## config.mk

```make
export PLATFORM = sky130hd
export DESIGN_NAME = cpu_fetch_unit
export DESIGN_NICKNAME = d
export VERILOG_FILES = /design/src/rtl/cpu_pkg.sv /design/src/rtl/fetch_queue.sv /design/src/rtl/cpu_fetch_unit.sv
export SDC_FILE = /design/constraint.sdc
export NUM_CORES = 1
export LEC_CHECK = 0
export ABC_AREA = 1
export BUFFER_PORTS_ARGS = -buffer_cell sky130_fd_sc_hd__buf_2
export CORE_MARGIN = 4
export CORE_UTILIZATION = 35
export CTS_BUF_LIST = sky130_fd_sc_hd__clkbuf_4 sky130_fd_sc_hd__clkbuf_8
export DETAILED_ROUTE_END_ITERATION = 8
export PLACE_DENSITY = 0.65
export SYNTH_ARGS = -nofsm -noshare
export SYNTH_HDL_FRONTEND = slang
export SYNTH_HIERARCHICAL = 1
export SYNTH_SLANG_ARGS = --single-unit
```

## constraint.sdc

```tcl
create_clock -name clk -period 8.6 [get_ports clk]
set_clock_uncertainty 0.05 [all_clocks]
set_input_delay 2.15 -clock clk [delete_from_list [all_inputs] [get_ports clk]]
set_output_delay 2.15 -clock clk [all_outputs]
set_load 0.02 [all_outputs]
```

## src/rtl/cpu_pkg.sv

```systemverilog
// Shared types and default sizes for the cpu_6502 fetch front end.
// Latency: n/a (package only).
// Backpressure: n/a (package only).
//
// Contents:
//   CPU_ADDR_W / CPU_DATA_W / CPU_QDEPTH / CPU_RESET_PC : default sizes
//   fetch_pkt_t : {pc, data} packet at the default widths
package cpu_pkg;

  localparam int CPU_ADDR_W = 16;
  localparam int CPU_DATA_W = 8;
  localparam int CPU_QDEPTH = 4;
  localparam logic [CPU_ADDR_W-1:0] CPU_RESET_PC = '0;

  typedef struct packed {
    logic [CPU_ADDR_W-1:0] pc;
    logic [CPU_DATA_W-1:0] data;
  } fetch_pkt_t;

endpackage

```

## src/rtl/fetch_queue.sv

```systemverilog
// Circular prefetch FIFO with push, pop and a flush that empties it in one edge.
// Latency: a pushed entry is visible at the head on the cycle after the push edge.
// Backpressure: none internally; the caller must not push into a full queue without a pop.
//
// Ports:
//   clk, rst_n          : clock, synchronous active-low reset
//   flush               : empty the queue; overrides push and pop
//   push, push_dat      : write push_dat at the tail
//   pop                 : advance the head (caller gates with head_vld)
//   head_vld, head_dat  : head entry, head_dat forced to zero while empty
//   count               : number of stored entries, 0..DEPTH
module fetch_queue #(
  parameter int W     = 24,
  parameter int DEPTH = 4
) (
  input  logic                     clk,
  input  logic                     rst_n,
  input  logic                     flush,
  input  logic                     push,
  input  logic [W-1:0]             push_dat,
  input  logic                     pop,
  output logic                     head_vld,
  output logic [W-1:0]             head_dat,
  output logic [$clog2(DEPTH):0]   count
);

  localparam int PW = $clog2(DEPTH);

  logic [W-1:0]  slots [DEPTH];
  logic [PW-1:0] rd_ptr;
  logic [PW-1:0] wr_ptr;

  // Pointers wrap naturally because DEPTH is a power of two.
  always_ff @(posedge clk) begin
    if (!rst_n) begin
      rd_ptr <= '0;
      wr_ptr <= '0;
      count  <= '0;
    end else if (flush) begin
      rd_ptr <= '0;
      wr_ptr <= '0;
      count  <= '0;
    end else begin
      if (push) wr_ptr <= wr_ptr + 1'b1;
      if (pop)  rd_ptr <= rd_ptr + 1'b1;
      case ({push, pop})
        2'b10:   count <= count + 1'b1;
        2'b01:   count <= count - 1'b1;
        default: count <= count;
      endcase
    end
  end

  // Storage needs no reset: an entry is only ever read after it was written.
  // Push while full with a pop overwrites the slot being popped, which is safe.
  always_ff @(posedge clk) begin
    if (push && !flush) slots[wr_ptr] <= push_dat;
  end

  assign head_vld = (count != '0);
  assign head_dat = head_vld ? slots[rd_ptr] : '0;

endmodule

```

## src/rtl/cpu_fetch_unit.sv

```systemverilog
// Instruction prefetch front end sharing one memory port with execute-stage loads/stores.
// Latency: fetch issue to head valid is one edge; load/store issue to ls_ack is one edge.
// Backpressure: out_ready low lets the queue fill, then fetch issue stops; ls_req waits for ls_ack.
//
// Ports:
//   clk, rst_n                               : clock, synchronous active-low reset
//   mem_addr, mem_rw_n, mem_wdata, mem_rdata : registered memory port, data returns one edge later
//   ls_req, ls_we, ls_addr, ls_wdata         : load/store request, held until ls_ack
//   ls_ack, ls_rdata                         : one-cycle completion pulse with load data
//   redirect_valid, redirect_pc              : taken jump/branch, flushes and restarts fetch
//   out_valid, out_ready, out_byte, out_pc   : {pc, byte} stream to decode
module cpu_fetch_unit
  import cpu_pkg::*;
#(
  parameter int                ADDR_W   = CPU_ADDR_W,
  parameter int                DATA_W   = CPU_DATA_W,
  parameter int                QDEPTH   = CPU_QDEPTH,
  parameter logic [ADDR_W-1:0] RESET_PC = ADDR_W'(CPU_RESET_PC)
) (
  input  logic              clk,
  input  logic              rst_n,
  output logic [ADDR_W-1:0] mem_addr,
  output logic              mem_rw_n,
  output logic [DATA_W-1:0] mem_wdata,
  input  logic [DATA_W-1:0] mem_rdata,
  input  logic              ls_req,
  input  logic              ls_we,
  input  logic [ADDR_W-1:0] ls_addr,
  input  logic [DATA_W-1:0] ls_wdata,
  output logic              ls_ack,
  output logic [DATA_W-1:0] ls_rdata,
  input  logic              redirect_valid,
  input  logic [ADDR_W-1:0] redirect_pc,
  output logic              out_valid,
  input  logic              out_ready,
  output logic [DATA_W-1:0] out_byte,
  output logic [ADDR_W-1:0] out_pc
);

  typedef struct packed {
    logic [ADDR_W-1:0] pc;
    logic [DATA_W-1:0] data;
  } pkt_t;

  logic [ADDR_W-1:0]        fetch_pc;
  logic                     epoch;
  logic                     fetch_inflight;
  logic [ADDR_W-1:0]        tag_pc;
  logic                     tag_epoch;
  logic                     ls_pending;
  logic [$clog2(QDEPTH):0]  q_count;

  logic                     ls_issue;
  logic                     fetch_room;
  logic                     fetch_issue;
  logic [ADDR_W-1:0]        pc_base;
  logic                     q_push;
  logic                     q_pop;
  pkt_t                     push_pkt;
  pkt_t                     head_pkt;

  // Load/store owns the port unless one is already awaiting its ack.
  assign ls_issue = ls_req && !ls_pending && !ls_ack;

  // Counting the in-flight fetch reserves its slot, so a return always has room.
  // A redirect empties the queue and discards the return, so room is guaranteed.
  assign fetch_room  = (int'(q_count) + int'(fetch_inflight)) < QDEPTH;
  assign fetch_issue = !ls_issue && (redirect_valid || fetch_room);

  // A redirect fetches from its target in the same edge.
  assign pc_base = redirect_valid ? redirect_pc : fetch_pc;

  assign q_push   = fetch_inflight && (tag_epoch == epoch) && !redirect_valid;
  assign q_pop    = out_valid && out_ready && !redirect_valid;
  assign push_pkt = '{pc: tag_pc, data: mem_rdata};

  always_ff @(posedge clk) begin
    if (!rst_n) begin
      mem_addr       <= '0;
      mem_rw_n       <= 1'b1;
      mem_wdata      <= '0;
      ls_ack         <= 1'b0;
      ls_rdata       <= '0;
      fetch_pc       <= RESET_PC;
      epoch          <= 1'b0;
      fetch_inflight <= 1'b0;
      tag_pc         <= '0;
      tag_epoch      <= 1'b0;
      ls_pending     <= 1'b0;
    end else begin
      ls_ack         <= ls_pending;
      ls_pending     <= ls_issue;
      fetch_inflight <= fetch_issue;
      if (ls_pending) ls_rdata <= mem_rdata;
      if (redirect_valid) begin
        epoch    <= ~epoch;
        fetch_pc <= redirect_pc;
      end

      if (ls_issue) begin
        mem_addr  <= ls_addr;
        mem_rw_n  <= ~ls_we;
        mem_wdata <= ls_wdata;
      end else if (fetch_issue) begin
        mem_addr  <= pc_base;
        mem_rw_n  <= 1'b1;
        tag_pc    <= pc_base;
        // Tag with the epoch that will be current when the data returns.
        tag_epoch <= epoch ^ redirect_valid;
        fetch_pc  <= pc_base + 1'b1;
      end else begin
        mem_rw_n  <= 1'b1;
      end
    end
  end

  fetch_queue #(
    .W     ($bits(pkt_t)),
    .DEPTH (QDEPTH)
  ) u_queue (
    .clk      (clk),
    .rst_n    (rst_n),
    .flush    (redirect_valid),
    .push     (q_push),
    .push_dat (push_pkt),
    .pop      (q_pop),
    .head_vld (out_valid),
    .head_dat (head_pkt),
    .count    (q_count)
  );

  assign out_pc   = head_pkt.pc;
  assign out_byte = head_pkt.data;

endmodule

```

# == After elaboration in Yosys (flattened, before gate mapping) ==
# Memories as Yosys holds them, arrays and structs flattened. A register that Yosys moved wholly into a read port is not among the register bits.
# Cells that the tools add are included.
# W data, S select, Z words.
# word_totals
output_inout_bits,59
latchBits,0
regBits,77
in_bits,54
romBits,0
mem_count,1
mem_bits_rw,96
wordCells,60
# op_classes
bitwise,5
addsub,6
reduce_logical,19
order_cmp,1
n_shift,0
mux,11
n_eq_ne,3
mul,0
div_mod_pow,0
# memory_table
memory,depth,width,rd,rd_clocked_by_memory_dff,wr,line,rtl
u_queue.slots,4,24,1,1,1,fetch_queue.sv:29,logic [W-1:0] slots [DEPTH];
# op_table
op,count
$mux W16,5
$mux W24,1
$add A16 B1 Y16 const B,1
$logic_and A1 B1 Y1,8
$pmux W3 S2,1
$add A2 B1 Y2 const B,2
$add A3 B1 Y4,1
$logic_not A1 Y1,4
$lt A4 B3 Y1 const B,1
$mux W2,2
$not A1 Y1,4
$reduce_and A2 Y1,2
$reduce_bool A2 Y1,2
$add A3 B1 Y3 const B,1
$reduce_bool A3 Y1,1
$sub A3 B1 Y3 const B,1
$eq A2 B1 Y1 const B,1
$eq A2 B2 Y1 const B,1
$mux W1,2
$reduce_or A2 Y1,1
$eq A1 B1 Y1,1
$logic_or A1 B1 Y1,1
$xor A1 B1 Y1,1

# == Logic depth before layout (Yosys ltp) ==
# Gate-level depths: netlist of the first run.
# depth
depth_word,7
ltp_mapped,15
depth_no_buf,13

# == Modules after synthesis ==
# The synthesis of the first run kept the hierarchy.
# by_module_without_submodules
mod,area_per_inst_um2,n_inst,seq_area_each_um2,cells_each
fetch_queue,4236.6,1,3062.9,369
cpu_fetch_unit,3151.8,1,1401.3,437

# == Worst setup path after synthesis of the first run ==
# No wires, ideal clock.
# synth_timing
path_type,input-to-reg
from,in redirect_valid
to,"mem u_queue.slots[0][0], enable pin"
n_path_buf,2
cell_stages,7
setup_time_ns,0.405
arrival_time_ns,3.797
required_ns,8.145
path_slack_ns,4.348
cell_sequence,buf_6 inv_6 buf_6 nand2_1 nor2_1 nand2_1 nor2_1
# synth_between
elab_chain_cells,5
# synth_rtl
item,line,rtl
"start, declared",cpu_fetch_unit.sv:32,"input logic redirect_valid,"
$logic_not A1 Y1,cpu_fetch_unit.sv:73,assign q_push = fetch_inflight && (tag_epoch == epoch) && !redirect_valid;
$logic_and A1 B1 Y1,cpu_fetch_unit.sv:73,
via q_push,cpu_fetch_unit.sv:57,logic q_push;
$logic_and A1 B1 Y1,fetch_queue.sv:57,if (push && !flush) slots[wr_ptr] <= push_dat;
$mux W1,fetch_queue.sv:57,
$mux W1 (implied by the code),fetch_queue.sv:57,
"end, declared",fetch_queue.sv:29,
# The timed path passes the listed nets, and every way through them passes these cells.

==> results of run 1 <==
==> power groups by stage <==
| stage | clock, mW | combinational, mW | sequential, mW |
|---|---|---|---|
| 2_1_floorplan | 0 | 0.0914 | 0.956 |
| 3_3_place_gp | 0 | 0.157 | 0.946 |
| 3_5_place_dp | 0 | 0.160 | 0.947 |
| 4_1_cts | 0.586 | 0.160 | 0.928 |
| 5_1_grt | 0.623 | 0.177 | 0.932 |
| 6_report | 0.571 | 0.158 | 0.927 |
==> flip-flops by register name (all words and copies together) (netlist names), named ones only <==
name,flops
fetch_pc,16
u_queue/count,3
ls_ack,1
tag_pc,16
epoch,1
u_queue/wr_ptr,2
ls_rdata,8
fetch_inflight,1
ls_pending,1
mem_addr,16
mem_wdata,8
u_queue/slots,96
u_queue/rd_ptr,2
tag_epoch,1
mem_rw_n,1
==> cells in the final DEF (no fill, tap or decap), types with 2 or more instances in the layout <==
| master | synthesis | layout |
|---|---|---|
| clkbuf_8 | 0 | 18 |
| nor2_4 | 3 | 3 |
| buf_4 | 7 | 8 |
| a31oi_1 | 15 | 15 |
| o21ai_1 | 10 | 10 |
| clkbuf_4 | 0 | 2 |
| nand3_1 | 10 | 10 |
| nor2_1 | 115 | 111 |
| nand4_1 | 3 | 3 |
| inv_1 | 45 | 45 |
| nor3_4 | 1 | 2 |
| buf_2 | 10 | 112 |
| nand2_1 | 233 | 233 |
| nor3_1 | 3 | 3 |
| o21ai_2 | 4 | 4 |
| clkinv_2 | 0 | 4 |
| ha_1 | 6 | 6 |
| inv_6 | 1 | 4 |
| a21oi_1 | 55 | 55 |
| nand3_2 | 2 | 2 |
| dfxtp_1 | 79 | 79 |
| nand2_2 | 8 | 8 |
| inv_2 | 5 | 5 |
| edfxtp_1 | 96 | 96 |
| o21ai_0 | 58 | 58 |
| nor2_2 | 3 | 7 |
| bufinv_16 | 0 | 2 |
==> layer usage <==
metal,track usage [%],vias up
met5,0,-
li1,-,2852
met2,22.3,159
met3,4.38,22
met4,4.29,2
met1,20.5,2581
==> critical path, stage by stage, from the launching register on <==
cell and delay (ns):
dfxtp_1 0.31, buf_4 0.28, inv_2 0.63, nand2_1 0.10, nand2_1 0.09, nand2_1 0.05
a21oi_1 0.28, buf_2 0.22
==> final timing paths <==
kind                        to  slack [ns]  depth (start not counted)
max                 out_pc[13]        3.94                          7
min          u_queue/rd_ptr[1]        0.41                          1
max reg2reg   u_queue/count[1]        6.03                          8
min reg2reg  u_queue/rd_ptr[1]        0.41                          1
==> logic make-up after synthesis <==
| group | after synthesis | share of synthesized area (%) |
|---|---|---|
| AOI/OAI and AO/OA | 146 | 10.8 |
| xor gates and xnor gates | 2 | 0.237 |
| adders and majority gates | 7 | 1.29 |
| buffers and inverters | 90 | 5.96 |
| and+or+nand+nor | 385 | 21.2 |
| muxes | 1 | 0.135 |
| DFF | 175 | 60.4 |
==> area by class of cell <==
type,count,area (sq um),share of cell area (%)
Clock buffer,20,263,3.08
Sequential cell,175,4460,52.4
Clock inverter,12,134,1.57
Timing Repair Buffer,120,621,7.28
Tap cell,270,338,3.96
Multi-Input combinational cell,541,2500,29.3
Inverter,52,203,2.38
Antenna cell,1,2.50,0.0294
==> impl_metrics.env, run 1 <==
export IMPL_relSlewSlack_pct=23.1
export IMPL_power_per_cell_area_mw_per_mm2=194
export IMPL_postRouteAntennaNets=0
export IMPL_rows=52
export IMPL_synth_largest_area_cell="edfxtp_1"
export IMPL_async_reset_ff_share_pct=0
export IMPL_wl_met2_microns=7620
export IMPL_wire_per_inst_microns=14.5
export IMPL_worst_slew_pin_transition_ns=1.15
export IMPL_area_growth_pct=15.4
export IMPL_fin_setup_tns_ns=0
export IMPL_synth_avg_cell_area_sq_um=9.17
export IMPL_start_util_pct=36.1
export IMPL_place_inst=1158
export IMPL_syn_area_sq_mm=0.00739
export IMPL_drv_cap=0
export IMPL_highest_layer="met5"
export IMPL_seq_power_share_pct=56.0
export IMPL_final_hold_violation_count=0
export IMPL_synth_common_cells="nand2_1, nor2_1, edfxtp_1"
export IMPL_critPathMaxFanout=49
export IMPL_cts_root_buf="clkbuf_8"
export IMPL_yosys_cell_types_count=40
export IMPL_slew_violations=0
export IMPL_first_pass_iters=4
export IMPL_cts_made_buffers=17
export IMPL_p_leak_nw=3.61
export IMPL_fp_dieW_microns=153
export IMPL_clockBufferDepth=2
export IMPL_reg2reg_from="u_queue/count[2]"
export IMPL_synthTopCellsByArea="edfxtp_1, dfxtp_1, nand2_1, nor2_1, o21ai_0"
export IMPL_ctsResizeCount=0
export IMPL_path_class="flop to primary output"
export IMPL_end_kind="primary output"
export IMPL_hold_class="flop to flop"
export IMPL_p_sw_uw=422
export IMPL_start_kind="flop"
export IMPL_dp_slack_ns=4.17
export IMPL_fill_cells=2031
export IMPL_rsz0062_at_grt="no"
export IMPL_maxClockFrequency_ghz=0.214
export IMPL_switching_share_pct=25.5
export IMPL_hold_slack_ns=0.405
export IMPL_setup_ws_ns=3.94
export IMPL_synthCells=806
export IMPL_yosysMostFrequentCell="nand2_1"
export IMPL_worst_ep_required_time_ns=6.40
export IMPL_period_share_pct=54.2
export IMPL_placed_cell_area_sq_mm=0.00813
export IMPL_path_clk_slew_ns=0.09
export IMPL_clock_latency_ns=0.46
export IMPL_synth_edff_count=96
export IMPL_cellInternalPower_mw=1.23
export IMPL_ys_ff_latch=175
export IMPL_ir_worst_vdd_mv=0.0995
export IMPL_dr_wl_met3_microns=1080
export IMPL_die_h_microns=153
export IMPL_cts_setup_buffers=0
export IMPL_met1Wirelength_microns=8300
export IMPL_gp_congestion=0.789
export IMPL_final_area_sq_mm=0.00852
export IMPL_timing_final_crit_period_ns=4.66
export IMPL_cts_tree="done"
export IMPL_htreeDepth=4
export IMPL_power_total_mw=1.66
export IMPL_finalSetupViolCount=0
export IMPL_ctsHoldBuffers=0
export IMPL_antenna_found_initial=1
export IMPL_io_pins=113
export IMPL_gr_total_overflow=0
export IMPL_grt_pass1_wl_microns=27800
export IMPL_grt_usage_pct=14.7
export IMPL_min_from="u_queue/rd_ptr[1]"
export IMPL_vias_per_cell=4.72
export IMPL_dieArea_sq_mm=0.0235
export IMPL_drc_errors=0
export IMPL_grt_max_degree=50
export IMPL_ys_seq_area_share_pct=60.4
export IMPL_grt_pass1_vias=5298
export IMPL_final_util_pct=41.6
export IMPL_vias=5616
export IMPL_syn_nets=867
export IMPL_drt_iter0_drc=330
export IMPL_synthFlopType="edfxtp_1"
export IMPL_cp_data_arrival_time_ns=2.46
export IMPL_core_sq_mm=0.0205
export IMPL_yosysTopAreaCellShare_pct=39.0
export IMPL_cts_sinks=175
export IMPL_dp_final_hpwl_microns=11400
export IMPL_wl_microns=17200
export IMPL_layout_cells_non_filler=1191
export IMPL_pwr_share_comb_pct=9.5
export IMPL_yosysWarnings=6
export IMPL_final_net_count=968
export IMPL_final_layout_size_suffix_gt1_share_pct=20.5
export IMPL_port_buffers=112
export IMPL_pwr_share_clk_pct=34.5
export IMPL_status="finished clean"
Note: power is estimated with default switching activity, not from simulation.
==> run 2, diff against run 1 <==
- PLACE_DENSITY: 0.65 -> 0.66
- clock period: 8.6 -> 3.9 ns (I/O delays scaled with it)
==> run 2 against run 1 <==
Final cell count is the same. Final area hardly changed. Register-to-register slack worse by 4.4 ns. Clock power up 120%. Non-clock buffer count is 1 higher. Clock-buffer cell count is 2 lower. Sequential power increased by 120%. Sequential share of layout area about the same. First-iteration DRC count down 8.8%. Via count decreased by 1.4%. Routed wire length shrank 2.6%.
==> impl_metrics.env, run 2 (same netlist as run 1, synthesis figures left out) <==
export IMPL_hold_class="flop to flop"
export IMPL_postRouteAntennaNets=0
export IMPL_ir_worst_vdd_mv=0.221
export IMPL_dieArea_sq_mm=0.0235
export IMPL_period_share_pct=80.3
export IMPL_crit_path_cell_trace="inv_2 -> nand2_1 -> nand2_1 -> nand2_1 -> a21oi_1 -> buf_2"
export IMPL_maxClockFrequency_ghz=0.319
export IMPL_rows=52
export IMPL_wl_met2_microns=7660
export IMPL_grt_max_degree=49
export IMPL_wl_microns=16800
export IMPL_htreeDepth=4
export IMPL_drc_errors=0
export IMPL_final_hold_violation_count=0
export IMPL_dp_slack_ns=0.904
export IMPL_final_cell_mix="nand2_1, buf_2, nor2_1, edfxtp_1, dfxtp_1"
export IMPL_start_kind="flop"
export IMPL_switching_share_pct=25.8
export IMPL_io_pins=113
export IMPL_path_class="flop to primary output"
export IMPL_clockBufferDepth=2
export IMPL_cts_root_buf="clkbuf_8"
export IMPL_critPathMaxStageDelay_ns=0.55
export IMPL_final_layout_size_suffix_gt1_share_pct=20.6
export IMPL_highest_layer="met4"
export IMPL_final_common_cell="nand2_1"
export IMPL_cts_setup_buffers=0
export IMPL_r2r_end="u_queue/count[1]"
export IMPL_vias_per_cell=4.65
export IMPL_dr_wl_met3_microns=999
export IMPL_gr_total_overflow=0
export IMPL_vias=5537
export IMPL_path_clk_slew_ns=0.09
export IMPL_worst_slew_pin_transition_ns=0.823
export IMPL_pwr_share_comb_pct=9.6
export IMPL_clock_latency_ns=0.45
export IMPL_wire_per_inst_microns=14.1
export IMPL_grt_usage_pct=14.4
export IMPL_cts_tree="done"
export IMPL_seq_power_share_pct=56.1
export IMPL_relSlewSlack_pct=45.1
export IMPL_dp_final_hpwl_microns=11100
export IMPL_cellInternalPower_mw=2.70
export IMPL_worstHoldPathCells=1
export IMPL_first_pass_iters=5
export IMPL_status="finished clean"
export IMPL_pwr_share_clk_pct=34.3
export IMPL_fp_dieW_microns=153
export IMPL_cp_slowest_cell="inv_2"
export IMPL_met1Wirelength_microns=7960
export IMPL_area_growth_pct=15.5
export IMPL_rsz0062_at_grt="no"
export IMPL_largest_register_ffs=96
export IMPL_setup_ws_ns=0.767
export IMPL_slew_violations=0
export IMPL_power_total_mw=3.64
export IMPL_fin_setup_tns_ns=0
export IMPL_drt_iter0_drc=301
export IMPL_antenna_found_initial=0
export IMPL_p_sw_uw=938
export IMPL_hold_slack_ns=0.404
export IMPL_grt_pass1_vias=5290
export IMPL_core_sq_mm=0.0205
export IMPL_cts_sinks=175
export IMPL_worst_ep_required_time_ns=2.87
export IMPL_ctsResizeCount=0
export IMPL_ctsHoldBuffers=0
export IMPL_drv_cap=0
export IMPL_finalSetupViolCount=0
export IMPL_critPathMaxFanout=48
export IMPL_p_leak_nw=3.60
export IMPL_cp_data_arrival_time_ns=2.11
export IMPL_power_per_cell_area_mw_per_mm2=427
export IMPL_worstRegToRegCells=8
export IMPL_min_from="u_queue/rd_ptr[1]"
export IMPL_r2r_slack_ns=1.60
export IMPL_reg2reg_from="u_queue/count[2]"
export IMPL_largest_register="u_queue/slots"
export IMPL_cpMostUsedCell="nand2_1"
export IMPL_start_util_pct=36.1
export IMPL_min_to="u_queue/rd_ptr[1]"
export IMPL_end_kind="primary output"
export IMPL_n_antenna_cell=0
export IMPL_grt_pass1_wl_microns=27600
export IMPL_timing_final_crit_period_ns=3.13
export IMPL_die_h_microns=153
export IMPL_port_buffers=112
export IMPL_final_net_count=969
export IMPL_cts_made_buffers=17
export IMPL_gp_congestion=0.810
-- run 2: cell types whose count changed in the layout (fill, tap and decap cells not counted) --
cell,previous run,this run
clkinvlp_4,1,2
clkinv_4,1,2
clkinvlp_2,0,1
inv_8,1,2
diode_2,1,0
clkinv_2,4,2
buf_4,8,9
clkbuf_8,18,17
clkbuf_4,2,1
-- run 2: layout make-up --
| class | instances | area, sq um |
|---|---|---|
| clock buffer | 18 | 241 |
| clock inverter | 14 | 156 |
| sequential | 175 | 4460 |
| fill | 2043 | 12000 |
| multi-input combinational | 541 | 2500 |
| inverter | 52 | 203 |
| timing repair buffer | 121 | 628 |
| tap | 270 | 338 |
-- run 2: per-stage QoR --
stage          instances  instance area (sq um)  utilization [%]
2_1_floorplan        806                   7390                -
3_3_place_gp        1159                   8130             39.7
3_5_place_dp        1159                   8130             39.7
4_1_cts             1191                   8530             41.6
5_1_grt             1191                   8530             41.6
6_report            1191                   8530             41.6
-- run 2: power by group through the flow --
stage                     Sequential, mW  Clock [mW]  Combinational, mW
after floorplan                     2.11           0              0.202
after global placement              2.08           0              0.348
after detailed placement            2.09           0              0.351
after CTS                           2.04        1.29              0.353
after global routing                2.05        1.38              0.392
final                               2.04        1.25              0.349
-- run 2: routing by layer --
layer  track usage (%)  vias up
met5                 0        -
met4              3.69        0
met3              3.48       12
met2              23.0      152
met1              19.9     2526
li1                  -     2847
-- run 2: critical path, delay by kind of cell (launching register included) --
kind                   cells  cell delay (ns)
buffers and inverters      2             0.78
AO/OA/AOI/OAI              1             0.29
AND/OR/NAND/NOR            3             0.24
flip-flops                 1             0.33
-- run 2: how the worst max path moves through the flow --
stage | startpoint | endpoint | slack (ns) | cells after the start
after floorplan | redirect_valid | u_queue/slots[0][0] | 0.82 | 7
after global placement | redirect_valid | u_queue/count[2] | 0.93 | 14
after detailed placement | redirect_valid | u_queue/count[2] | 0.90 | 14
after CTS | flop | out_pc[12] | 0.71 | 6
after global routing | flop | out_pc[12] | 0.52 | 6
final | flop | out_pc[12] | 0.77 | 6
==> run 3, diff against run 2 <==
- clock period: 3.9 -> 2.8 ns (I/O delays scaled with it)
==> run 3 against run 2 <==
Utilization increased by 0.76 points. Clock power increased by 47%. Final area increased by 1.8%. Final cell count increased by 0.59%. Non-clock buffer count increased by 7. Largest power group unchanged.
==> impl_metrics.env, run 3 (same netlist as run 1, synthesis figures left out) <==
export IMPL_status="finished clean"
export IMPL_end_kind="primary output"
export IMPL_clock_latency_ns=0.46
export IMPL_cts_sinks=175
export IMPL_worst_slew_pin_transition_ns=0.562
export IMPL_relSlewSlack_pct=62.4
export IMPL_cts_tree="done"
export IMPL_vias_per_cell=4.67
export IMPL_period_share_pct=94.5
export IMPL_grt_max_degree=49
export IMPL_critPathMaxFanout=20
export IMPL_drv_cap=0
export IMPL_largest_register_ffs=96
export IMPL_multi_input_area_sq_mm=0.00250
export IMPL_largest_register="u_queue/slots"
export IMPL_die_h_microns=153
export IMPL_grt_usage_pct=14.3
export IMPL_grt_pass1_vias=5197
export IMPL_path_class="flop to primary output"
export IMPL_worstHoldPathCells=2
export IMPL_cts_root_buf="clkbuf_8"
export IMPL_n_antenna_cell=0
export IMPL_antenna_found_initial=1
export IMPL_start_util_pct=36.1
export IMPL_rows=52
export IMPL_dieArea_sq_mm=0.0235
export IMPL_cellInternalPower_mw=3.88
export IMPL_p_leak_nw=3.67
export IMPL_final_hold_violation_count=0
export IMPL_worstRegToRegCells=13
export IMPL_finalSetupViolCount=0
export IMPL_maxClockFrequency_ghz=0.378
export IMPL_pwr_share_clk_pct=35.6
export IMPL_postRouteAntennaNets=0
export IMPL_hold_slack_ns=0.353
export IMPL_slew_violations=0
export IMPL_place_inst=1166
export IMPL_worst_ep_required_time_ns=2.05
export IMPL_final_util_pct=42.4
export IMPL_seq_area_sq_mm=0.00446
export IMPL_grt_pass1_wl_microns=26900
export IMPL_p_sw_mw=1.31
export IMPL_area_growth_pct=17.6
export IMPL_path_clk_slew_ns=0.09
export IMPL_cts_setup_buffers=0
export IMPL_start_kind="flop"
export IMPL_clockBufferDepth=2
export IMPL_final_net_count=976
export IMPL_final_cell_mix="nand2_1, buf_2, nor2_1, edfxtp_1, dfxtp_1"
export IMPL_dp_final_hpwl_microns=11400
export IMPL_timing_final_crit_period_ns=2.65
export IMPL_first_pass_iters=5
export IMPL_seq_power_share_pct=54.9
export IMPL_power_total_mw=5.19
export IMPL_htreeDepth=4
export IMPL_final_common_cell="nand2_1"
export IMPL_fill_cells=1970
export IMPL_wire_per_inst_microns=14.0
export IMPL_ctsResizeCount=0
export IMPL_gp_congestion=0.838
export IMPL_ctsHoldBuffers=0
export IMPL_final_layout_size_suffix_gt1_share_pct=21.2
export IMPL_rsz0062_at_grt="yes"
export IMPL_ir_worst_vdd_mv=0.280
export IMPL_r2r_slack_ns=0.88
export IMPL_cts_made_buffers=17
export IMPL_port_buffers=112
export IMPL_cp_data_arrival_time_ns=1.90
export IMPL_switching_share_pct=25.3
export IMPL_hold_class="input pin to flop"
export IMPL_pwr_share_comb_pct=9.6
export IMPL_io_pins=113
export IMPL_gr_total_overflow=0
export IMPL_layout_cells_non_filler=1198
export IMPL_wl_microns=16800
export IMPL_core_sq_mm=0.0205
export IMPL_vias=5590
export IMPL_drt_iter0_drc=353
export IMPL_power_per_cell_area_mw_per_mm2=597
export IMPL_fp_dieW_microns=153
export IMPL_drc_errors=0
## run 3: cell types whose count changed in the layout (fill, tap and decap cells not counted), sizes merged
| cell | delta |
|---|---|
| bufinv | +1 |
| clkbuf | +1 |
| clkinvlp | -1 |
| inv | -1 |
| buf | +7 |
## run 3: path summary, 6_finish.rpt
path | start | endpoint
setup reg to reg | u_queue/count[2] | u_queue/count[2]
hold / removal | ls_we | mem_rw_n
hold reg to reg | u_queue/rd_ptr[1] | u_queue/rd_ptr[1]
setup / recovery | flop | out_byte[7]
## run 3: cell type report
type                       instances  share of cell area, %
clock buffer                      19                   2.87
clock inverter                    13                   2.05
inverter                          52                   2.35
multi-input combinational        541                   28.8
sequential                       175                   51.4
tap                              270                   3.89
timing repair buffer             128                   8.69
## run 3: worst max-delay path: stages (launching register included)
cell and delay (ns):
dfxtp_1 0.41, clkinv_2 0.28, buf_4 0.26, o21ai_0 0.17
a21oi_1 0.13, buf_2 0.18
## run 3: metal layers
layer	vias up	wire length (microns)	global-route usage, %
li1	2866	-	-
met1	2552	8080	19.5
met2	154	7540	22.7
met3	16	998	3.39
met4	2	180	4.41
met5	-	13	0
## run 3: power by group through the flow
stage / combinational [mW] / sequential, mW / clock (mW)
after detailed placement: 0.500 / 2.90 / 0
after global placement: 0.495 / 2.90 / 0
final: 0.497 / 2.85 / 1.84
after global routing: 0.555 / 2.86 / 2.01
after floorplan: 0.281 / 2.94 / 0
after CTS: 0.502 / 2.85 / 1.89
## run 3: through the flow
| step | setup WS (ns) | cell area [sq um] | TNS, ns |
|---|---|---|---|
| 2_1_floorplan | -0.00215 | 7390 | -0.206 |
| 3_3_place_gp | 0.474 | 8250 | 0 |
| 3_5_place_dp | 0.420 | 8250 | 0 |
| 4_1_cts | 0.0435 | 8670 | 0 |
| 5_1_grt | -0.0186 | 8690 | -0.0250 |
| 6_report | 0.154 | 8690 | 0 |
